--- config.mk ---
export PLATFORM = sky130hd
export DESIGN_NAME = coeff_bank
export DESIGN_NICKNAME = d
export VERILOG_FILES = /design/src/rtl/coeff_bank.sv
export SDC_FILE = /design/constraint.sdc
export NUM_CORES = 1
export LEC_CHECK = 0
export ABC_CLOCK_PERIOD_IN_PS = 3600
export CELL_PAD_IN_SITES_DETAIL_PLACEMENT = 0
export CELL_PAD_IN_SITES_GLOBAL_PLACEMENT = 1
export CORE_MARGIN = 2
export CORE_UTILIZATION = 45
export DETAILED_ROUTE_END_ITERATION = 10
export HOLD_SLACK_MARGIN = 0.05
export PLACE_DENSITY = 0.67
export SYNTH_ARGS = -nofsm -noshare
export SYNTH_HDL_FRONTEND = slang
export SYNTH_SLANG_ARGS = --single-unit
--- constraint.sdc ---
create_clock -name clkn_i -period 3.6 [get_ports clkn_i]
set_input_delay 0.72 -clock clkn_i [delete_from_list [all_inputs] [get_ports clkn_i]]
set_output_delay 0.72 -clock clkn_i [all_outputs]
set_load 0.02 [all_outputs]
--- src/rtl/coeff_bank.sv ---
// rtl/coeff_bank.sv - Programmable {slope, intercept} coefficient bank with sequential load and registered read
//
// Purpose: holds DEPTH = 2^ADDR_LINES entries of {slope, intercept}. A load
// sequence writes the entries in order through a write stream. Once every entry
// is written the bank is READY, and reads at rd_ptr_i go to the downstream MAC
// through a single-entry valid/ready output register.
//
// Optional feature macro: COEFF_LOAD_CHECKSUM_EN adds checksum_o. This output is
// the XOR of every word accepted during the current load.
//
// Ports:
//   clkn_i         clock, rising edge
//   rstn_i         asynchronous active-low reset
//   load_start_i   restart the load sequence (wins over writes and reads)
//   wr_valid_i     write-stream word valid (used only in LOAD)
//   wr_data_i      {slope, intercept} write word
//   load_done_o    bank fully loaded
//   rd_en_i        read request
//   rd_ptr_i       entry to read
//   rd_ready_o     read request accepted this cycle if rd_en_i=1
//   coeff_valid_o  output register holds data
//   coeff_ready_i  downstream accepts the output
//   slope_o        registered slope
//   intercept_o    registered intercept
//   checksum_o     (COEFF_LOAD_CHECKSUM_EN only) XOR of words in the current load

module coeff_bank #(
    parameter int ADDR_LINES = 4,
    parameter int COEFF_W    = 16
) (
    input  logic                    clkn_i,
    input  logic                    rstn_i,
    input  logic                    load_start_i,
    input  logic                    wr_valid_i,
    input  logic [2*COEFF_W-1:0]    wr_data_i,
    output logic                    load_done_o,
    input  logic                    rd_en_i,
    input  logic [ADDR_LINES-1:0]   rd_ptr_i,
    output logic                    rd_ready_o,
    output logic                    coeff_valid_o,
    input  logic                    coeff_ready_i,
    output logic [COEFF_W-1:0]      slope_o,
    output logic [COEFF_W-1:0]      intercept_o
`ifdef COEFF_LOAD_CHECKSUM_EN
    ,
    output logic [2*COEFF_W-1:0]    checksum_o
`endif
);

    localparam int DEPTH = 1 << ADDR_LINES;
    localparam logic [ADDR_LINES-1:0] LAST_PTR = ADDR_LINES'(DEPTH - 1);

    typedef enum logic [1:0] {
        EMPTY = 2'd0,
        LOAD  = 2'd1,
        READY = 2'd2
    } state_t;

    state_t                  state_q;
    state_t                  state_d;
    logic [ADDR_LINES-1:0]   wr_ptr_q;
    logic [2*COEFF_W-1:0]    mem [DEPTH];
    logic [2*COEFF_W-1:0]    data_q;
    logic                    valid_q;
    logic                    wr_accept;
    logic                    rd_accept;

    // load_start_i overrides any write or read in the same cycle.
    assign wr_accept = (state_q == LOAD) && wr_valid_i && !load_start_i;

    // No path from rd_en_i: the ready flag depends only on state, the output
    // register occupancy, coeff_ready_i and load_start_i.
    assign rd_ready_o = (state_q == READY) && !load_start_i
                        && (!valid_q || coeff_ready_i);
    assign rd_accept  = rd_en_i && rd_ready_o;

    always_ff @(posedge clkn_i or negedge rstn_i) begin
        if (!rstn_i) begin
            state_q <= EMPTY;
        end else begin
            state_q <= state_d;
        end
    end

    always_comb begin
        state_d = state_q;
        if (load_start_i) begin
            state_d = LOAD;
        end else if (wr_accept && (wr_ptr_q == LAST_PTR)) begin
            state_d = READY;
        end
    end

    // The write pointer wraps to 0 after the last entry. It is ignored until
    // the next load_start_i.
    always_ff @(posedge clkn_i or negedge rstn_i) begin
        if (!rstn_i) begin
            wr_ptr_q <= '0;
        end else if (load_start_i) begin
            wr_ptr_q <= '0;
        end else if (wr_accept) begin
            wr_ptr_q <= wr_ptr_q + ADDR_LINES'(1);
        end
    end

    // Coefficient storage is not reset; its contents only matter after a full load.
    always_ff @(posedge clkn_i) begin
        if (wr_accept) begin
            mem[wr_ptr_q] <= wr_data_i;
        end
    end

    // Single-entry output register. On a drain with no new read, the data is
    // kept and only valid drops.
    always_ff @(posedge clkn_i or negedge rstn_i) begin
        if (!rstn_i) begin
            valid_q <= 1'b0;
            data_q  <= '0;
        end else if (load_start_i) begin
            valid_q <= 1'b0;
        end else if (rd_accept) begin
            valid_q <= 1'b1;
            data_q  <= mem[rd_ptr_i];
        end else if (coeff_ready_i) begin
            valid_q <= 1'b0;
        end
    end

    assign load_done_o   = (state_q == READY);
    assign coeff_valid_o = valid_q;
    assign slope_o       = data_q[2*COEFF_W-1:COEFF_W];
    assign intercept_o   = data_q[COEFF_W-1:0];

`ifdef COEFF_LOAD_CHECKSUM_EN
    logic [2*COEFF_W-1:0] checksum_q;

    always_ff @(posedge clkn_i or negedge rstn_i) begin
        if (!rstn_i) begin
            checksum_q <= '0;
        end else if (load_start_i) begin
            checksum_q <= '0;
        end else if (wr_accept) begin
            checksum_q <= checksum_q ^ wr_data_i;
        end
    end

    assign checksum_o = checksum_q;
`endif

endmodule

* Word level (Yosys, flattened, before mapping)
Memories as Yosys holds them, arrays and structs flattened. A register that Yosys moved wholly into a read port is not among the register bits. Index checks and enable logic that the tools add are counted.
Word-level totals: word-level logic and storage cells 32, input bits 42, register bits after elaboration 7, ROM bits 0, output and inout port bits 35, latch bits 0, memory bits (writable) 512, memories 1
Operators by class: reduce and logical (&&, ||, !) cells 14, $add $sub $neg 1, $lt $le $gt $ge 0, shift-type cells 0, equality and inequality tests 3, bitwise operators 1, mux-type cells 9, divide/modulo/power cells 0, multipliers 0
Memory list:
- mem | depth 16, bits a word 32, read ports 1, clocked after memory_dff 1, write ports 1, line 62 | logic [2*COEFF_W-1:0] mem [DEPTH];
Operators by type and width (number):
- $mux W4 | 2
- $logic_and A1 B1 Y1 | 6
- $mux W1 | 5
- $add A4 B1 Y4 const B | 1
- $eq A4 B4 Y1 const B | 1
- $mux W2 | 2
- $reduce_bool A2 Y1 | 2
- $logic_not A1 Y1 | 3
- $reduce_bool A3 Y1 | 1
- $eq A2 B1 Y1 const B | 1
- $eq A2 B2 Y1 const B | 1
- $reduce_and A2 Y1 | 1
- $logic_or A1 B1 Y1 | 1
- $not A1 Y1 | 1

* Longest topological paths before layout
word-level depth 6, mapped depth 6, gate-level depth less buffers 4

* Least setup slack after synthesis
OpenSTA, ideal clock, no wires.
path kind input-to-reg, start input port load_start_i, end memory mem[0][0] (netlist name) (enable), stages 3, required time 3.179 ns, path buffers 1, path slack 0.484 ns, setup time 0.421 ns, data arrival time 2.695 ns, cell sequence clkbuf_1 -> or3_1 -> nor2_1
Between the ends: word-level cells in the longest chain between the ends 4
Ends and longest elaborated chain:
- start, declared | line 33 | input logic load_start_i,
- $logic_not A1 Y1 | line 69 | assign wr_accept = (state_q == LOAD) && wr_valid_i && !load_start_i;
- $logic_and A1 B1 Y1 | line 69
- $mux W1 | line 108 | if (wr_accept) begin
- $mux W1 (not written as such) | line 109 | mem[wr_ptr_q] <= wr_data_i;
- end, declared | line 62
No other way between the ends.

* Worst setup path after layout
start input port load_start_i, end output port rd_ready_o
Between the ends: word-level cells in the longest chain between the ends 3
Ends and longest elaborated chain:
- $logic_not A1 Y1 | line 73 | assign rd_ready_o = (state_q == READY) && !load_start_i
- $logic_and A1 B1 Y1 | line 73
- $logic_and A1 B1 Y1 | line 74 | && (!valid_q || coeff_ready_i);
- end, declared | line 39 | output logic rd_ready_o,
No other way between the ends.

==> key figures <==
Logic synthesis
  • Cells after synthesis: roughly 900
  • Mapped Area: roughly 21000 um2
  • Warnings, synthesis: 0
  • Share of the synthesized area in the top cell type: 73.4%
  • Post-synthesis register bit count: about 550
  • Avg Cell Area, Syn: 22.7 um2
  • Top-count cell post-synth: edfxtp_1
  • Sequential share of the synthesized area: about four fifths
  • Ys flop type: edfxtp_1
  • Multiplexer share of the synthesized area: about 15%
  • Adder-Cell Fraction of Synth Area: less than 1%
  • Async SR Flop Fraction: 7.08%
  • Number of synthesized flops with an enable pin: approximately 510
  • Synth Area in Compound Gates: ~3.4%
  • Main combinational cell family by area after synthesis: multiplexers
  • Xor-xnor portion of the synthesized cell area: less than 1%
  • Area contributors post-synth: edfxtp_1 73%, mux4_2 14%, dfrtp_1 4.7%
  • Synth Net Count: 970
  • Synth area leader: edfxtp_1
  • Count of cell types in the netlist: 31
  • Simple logic cell fraction of the synthesized area: under 10%
  • Synth cell count leaders: 512 x edfxtp_1, 128 x mux4_2, 39 x dfrtp_1, 33 x o22ai_1

Pwr
  • P_leak: 0.00786 uW
  • Seq pwr share: a little over half
  • Worst IR Drop VDD: 0.354 mV
  • Clock share of power: 42.6%
  • P_int: about 11000 uW
  • Comb pwr share: 4.5%
  • Power Density: 544 nW/um2
  • Sw Ratio: approximately 20%
  • Switch Pwr: 2690 uW

Timing
  • Fin Setup TNS: 0 ns
  • Peak Freq: about 0.33 GHz
  • Final hold violations: 0
  • RSZ-0062 raised after global routing: false
  • Fin crit period: 3.05 ns
  • Rel. slew slack: 24.2%
  • Final setup vio count: 0
  • Final Skew: approximately 0.010 ns
  • Max-slew violations: 0
  • Fin crit share: a little over four fifths
  • Worst-Margin Slew: around 1.1 ns
  • Fin Hold WS: 0.349 ns

CTS
  • Post-CTS Hold Buffers: 0
  • Clk buf depth: 3
  • Post-CTS setup repair buffer count: 0
  • Clk_lat worst skew: around 0.60 ns
  • Post_cts resized: 0
  • CTS tree: done
  • CTS root buffer: clkbuf_16
  • TritonCTS buffer count: 56
  • Clk sink count: ~550
  • H-tree Lvls: 2
  • CTS clk-pin slew, worst paths: 0.06 ns

Floorplanning
  • Die Width: ~220 um
  • Die extent in y: roughly 220 um
  • Die area: 48300 um2
  • Core Footprint: roughly 46000 um2
  • Site Rows: roughly 80
  • Starting Density: between 40% and 50%
  • IO Pins: slightly below 80

Place
  • Hpwl dp: approximately 24 mm
  • GP Congestion: between 0.7 and 0.8
  • Port Buffers: 76

Setup path
  • Critical Path Fanout Max: 2
  • End of the worst register-to-register path: data_q[4]$_DFFE_PN0P_
  • CP Class: in2out
  • Worst flop-to-flop path startpoint: state_q[0]$_DFFE_PN0P_
  • R2r setup slk: between 1 and 1.5 ns
  • Crit start category: primary input
  • Data required time of the worst path: 2.88 ns
  • Critical path origin: load_start_i
  • Reg2Reg Depth: 5
  • Crit. End Element: primary output
  • Crit path DAT: between 2 and 2.5 ns

Routing
  • Drt first pass iters: 5
  • M1 WL: 19.7 mm
  • DR iter-0 viols: between 900 and 1000
  • ANT nets after route: 0
  • Met2 wire length: 22.1 mm
  • Routed len/inst: roughly 26 um
  • Top routing layer in use: met4
  • Metal3 WL: between 2 and 2.5 mm
  • Routed WL: about 45 mm
  • Via Count: a little under 10000
  • Residual DRC: 0
  • Routed vias/inst: approximately 5.8

Min path
  • Hold Path Class: in2async

GRT
  • Total gr overflow: 0
  • Largest net degree at the start of global routing: 53
  • Number of global-route vias before repair: ~10000
  • First-pass GRT wire length: approximately 67 mm
  • Initial antenna violation count: 0
  • Gr usage total: a little under a fifth

Flow run
  • Max_cap viols: 0

Final layout
  • Synthesis-to-finish area growth: 17.4%
  • Antenna Diode Count: 0
  • Fraction of layout cells with a size suffix above 1: about a quarter
  • Layout net count: around 1100

Outcome
  • Status: complete, no violations
==> metal layers <==
| layer | vias to the layer above | global-route usage [%] |
|---|---|---|
| met1 | 5289 | 27.4 |
| met2 | 271 | 31.4 |
| met3 | 49 | 2.76 |
| met5 | - | 0 |
| met4 | 0 | 4.77 |
| li1 | 4188 | - |
==> worst max-delay path, stage by stage <==
cell and delay (ns):
clkdlybuf4s50_1 0.47, nor3b_4 0.26, and2_1 0.25, clkdlybuf4s50_1 0.64
==> per-stage QoR <==
stage / cells / setup WS (ns) / instance area, um2 / util [%] / power, uW
3_3_place_gp: 1587 / 0.541 / 22800 / 49.2 / 7810
4_1_cts: 1692 / 0.547 / 24600 / 53.1 / 13500
3_5_place_dp: 1587 / 0.570 / 22800 / 49.2 / 7820
5_1_grt: 1692 / 0.504 / 24600 / 53.1 / 13800
2_1_floorplan: 924 / 0.484 / 20900 / - / 7540
6_report: 1692 / 0.546 / 24600 / 53.1 / 13400
==> flip-flops by register name, indices dropped and copies added, names as in the netlist <==
name           cells
wr_ptr_q           4
coeff_valid_o      1
state_q            2
data_q            32
mem              512
==> worst max path at each step <==
| stage | slack (ns) | to |
|---|---|---|
| floorplan | 0.48 | mem[0][0]$_DFFE_PP_ |
| global placement | 0.54 | rd_ready_o |
| detailed placement | 0.57 | rd_ready_o |
| CTS | 0.55 | rd_ready_o |
| global route | 0.50 | rd_ready_o |
| finish | 0.55 | rd_ready_o |
==> power by group through the flow <==
stage	combinational (uW)	clock [uW]	sequential (uW)
6_report	598	5700	7080
5_1_grt	648	6060	7080
4_1_cts	612	5800	7080
3_5_place_dp	611	0	7210
3_3_place_gp	600	0	7210
2_1_floorplan	326	0	7220
==> cell usage in the layout (no fill, tap or decap), drive strengths merged, types with 2 or more instances in the layout <==
| cell | Yosys | final |
|---|---|---|
| clkbuf | 15 | 81 |
| a31oi | 32 | 32 |
| nor2 | 21 | 21 |
| o22ai | 33 | 33 |
| clkinv | 0 | 18 |
| mux2i | 32 | 32 |
| inv | 3 | 4 |
| a21oi | 3 | 3 |
| or3 | 2 | 2 |
| a221oi | 32 | 32 |
| clkdlybuf4s50 | 0 | 71 |
| dfrtp | 39 | 39 |
| nand2 | 8 | 8 |
| ha | 4 | 4 |
| buf | 44 | 43 |
| bufinv | 0 | 5 |
| nand3b | 2 | 2 |
| nand2b | 2 | 2 |
| edfxtp | 512 | 512 |
| mux4 | 128 | 128 |
==> cell type report <==
| type | instances | area (um2) |
|---|---|---|
| clock buffer | 80 | 1560 |
| clock inverter | 25 | 254 |
| fill | 3602 | 21700 |
| inverter | 3 | 11.3 |
| multi-input combinational | 311 | 4340 |
| sequential | 551 | 16400 |
| tap | 607 | 759 |
| timing repair buffer | 115 | 1310 |
==> cell families after synthesis <==
logic type / count (synthesis)
DFF: 551
muxes: 160
AOI/OAI and AO/OA: 102
buffers and inverters: 62
and+or+nand+nor: 44
adders and majority gates: 4
xor gates and xnor gates: 1
(Power assumes the default switching activity.)
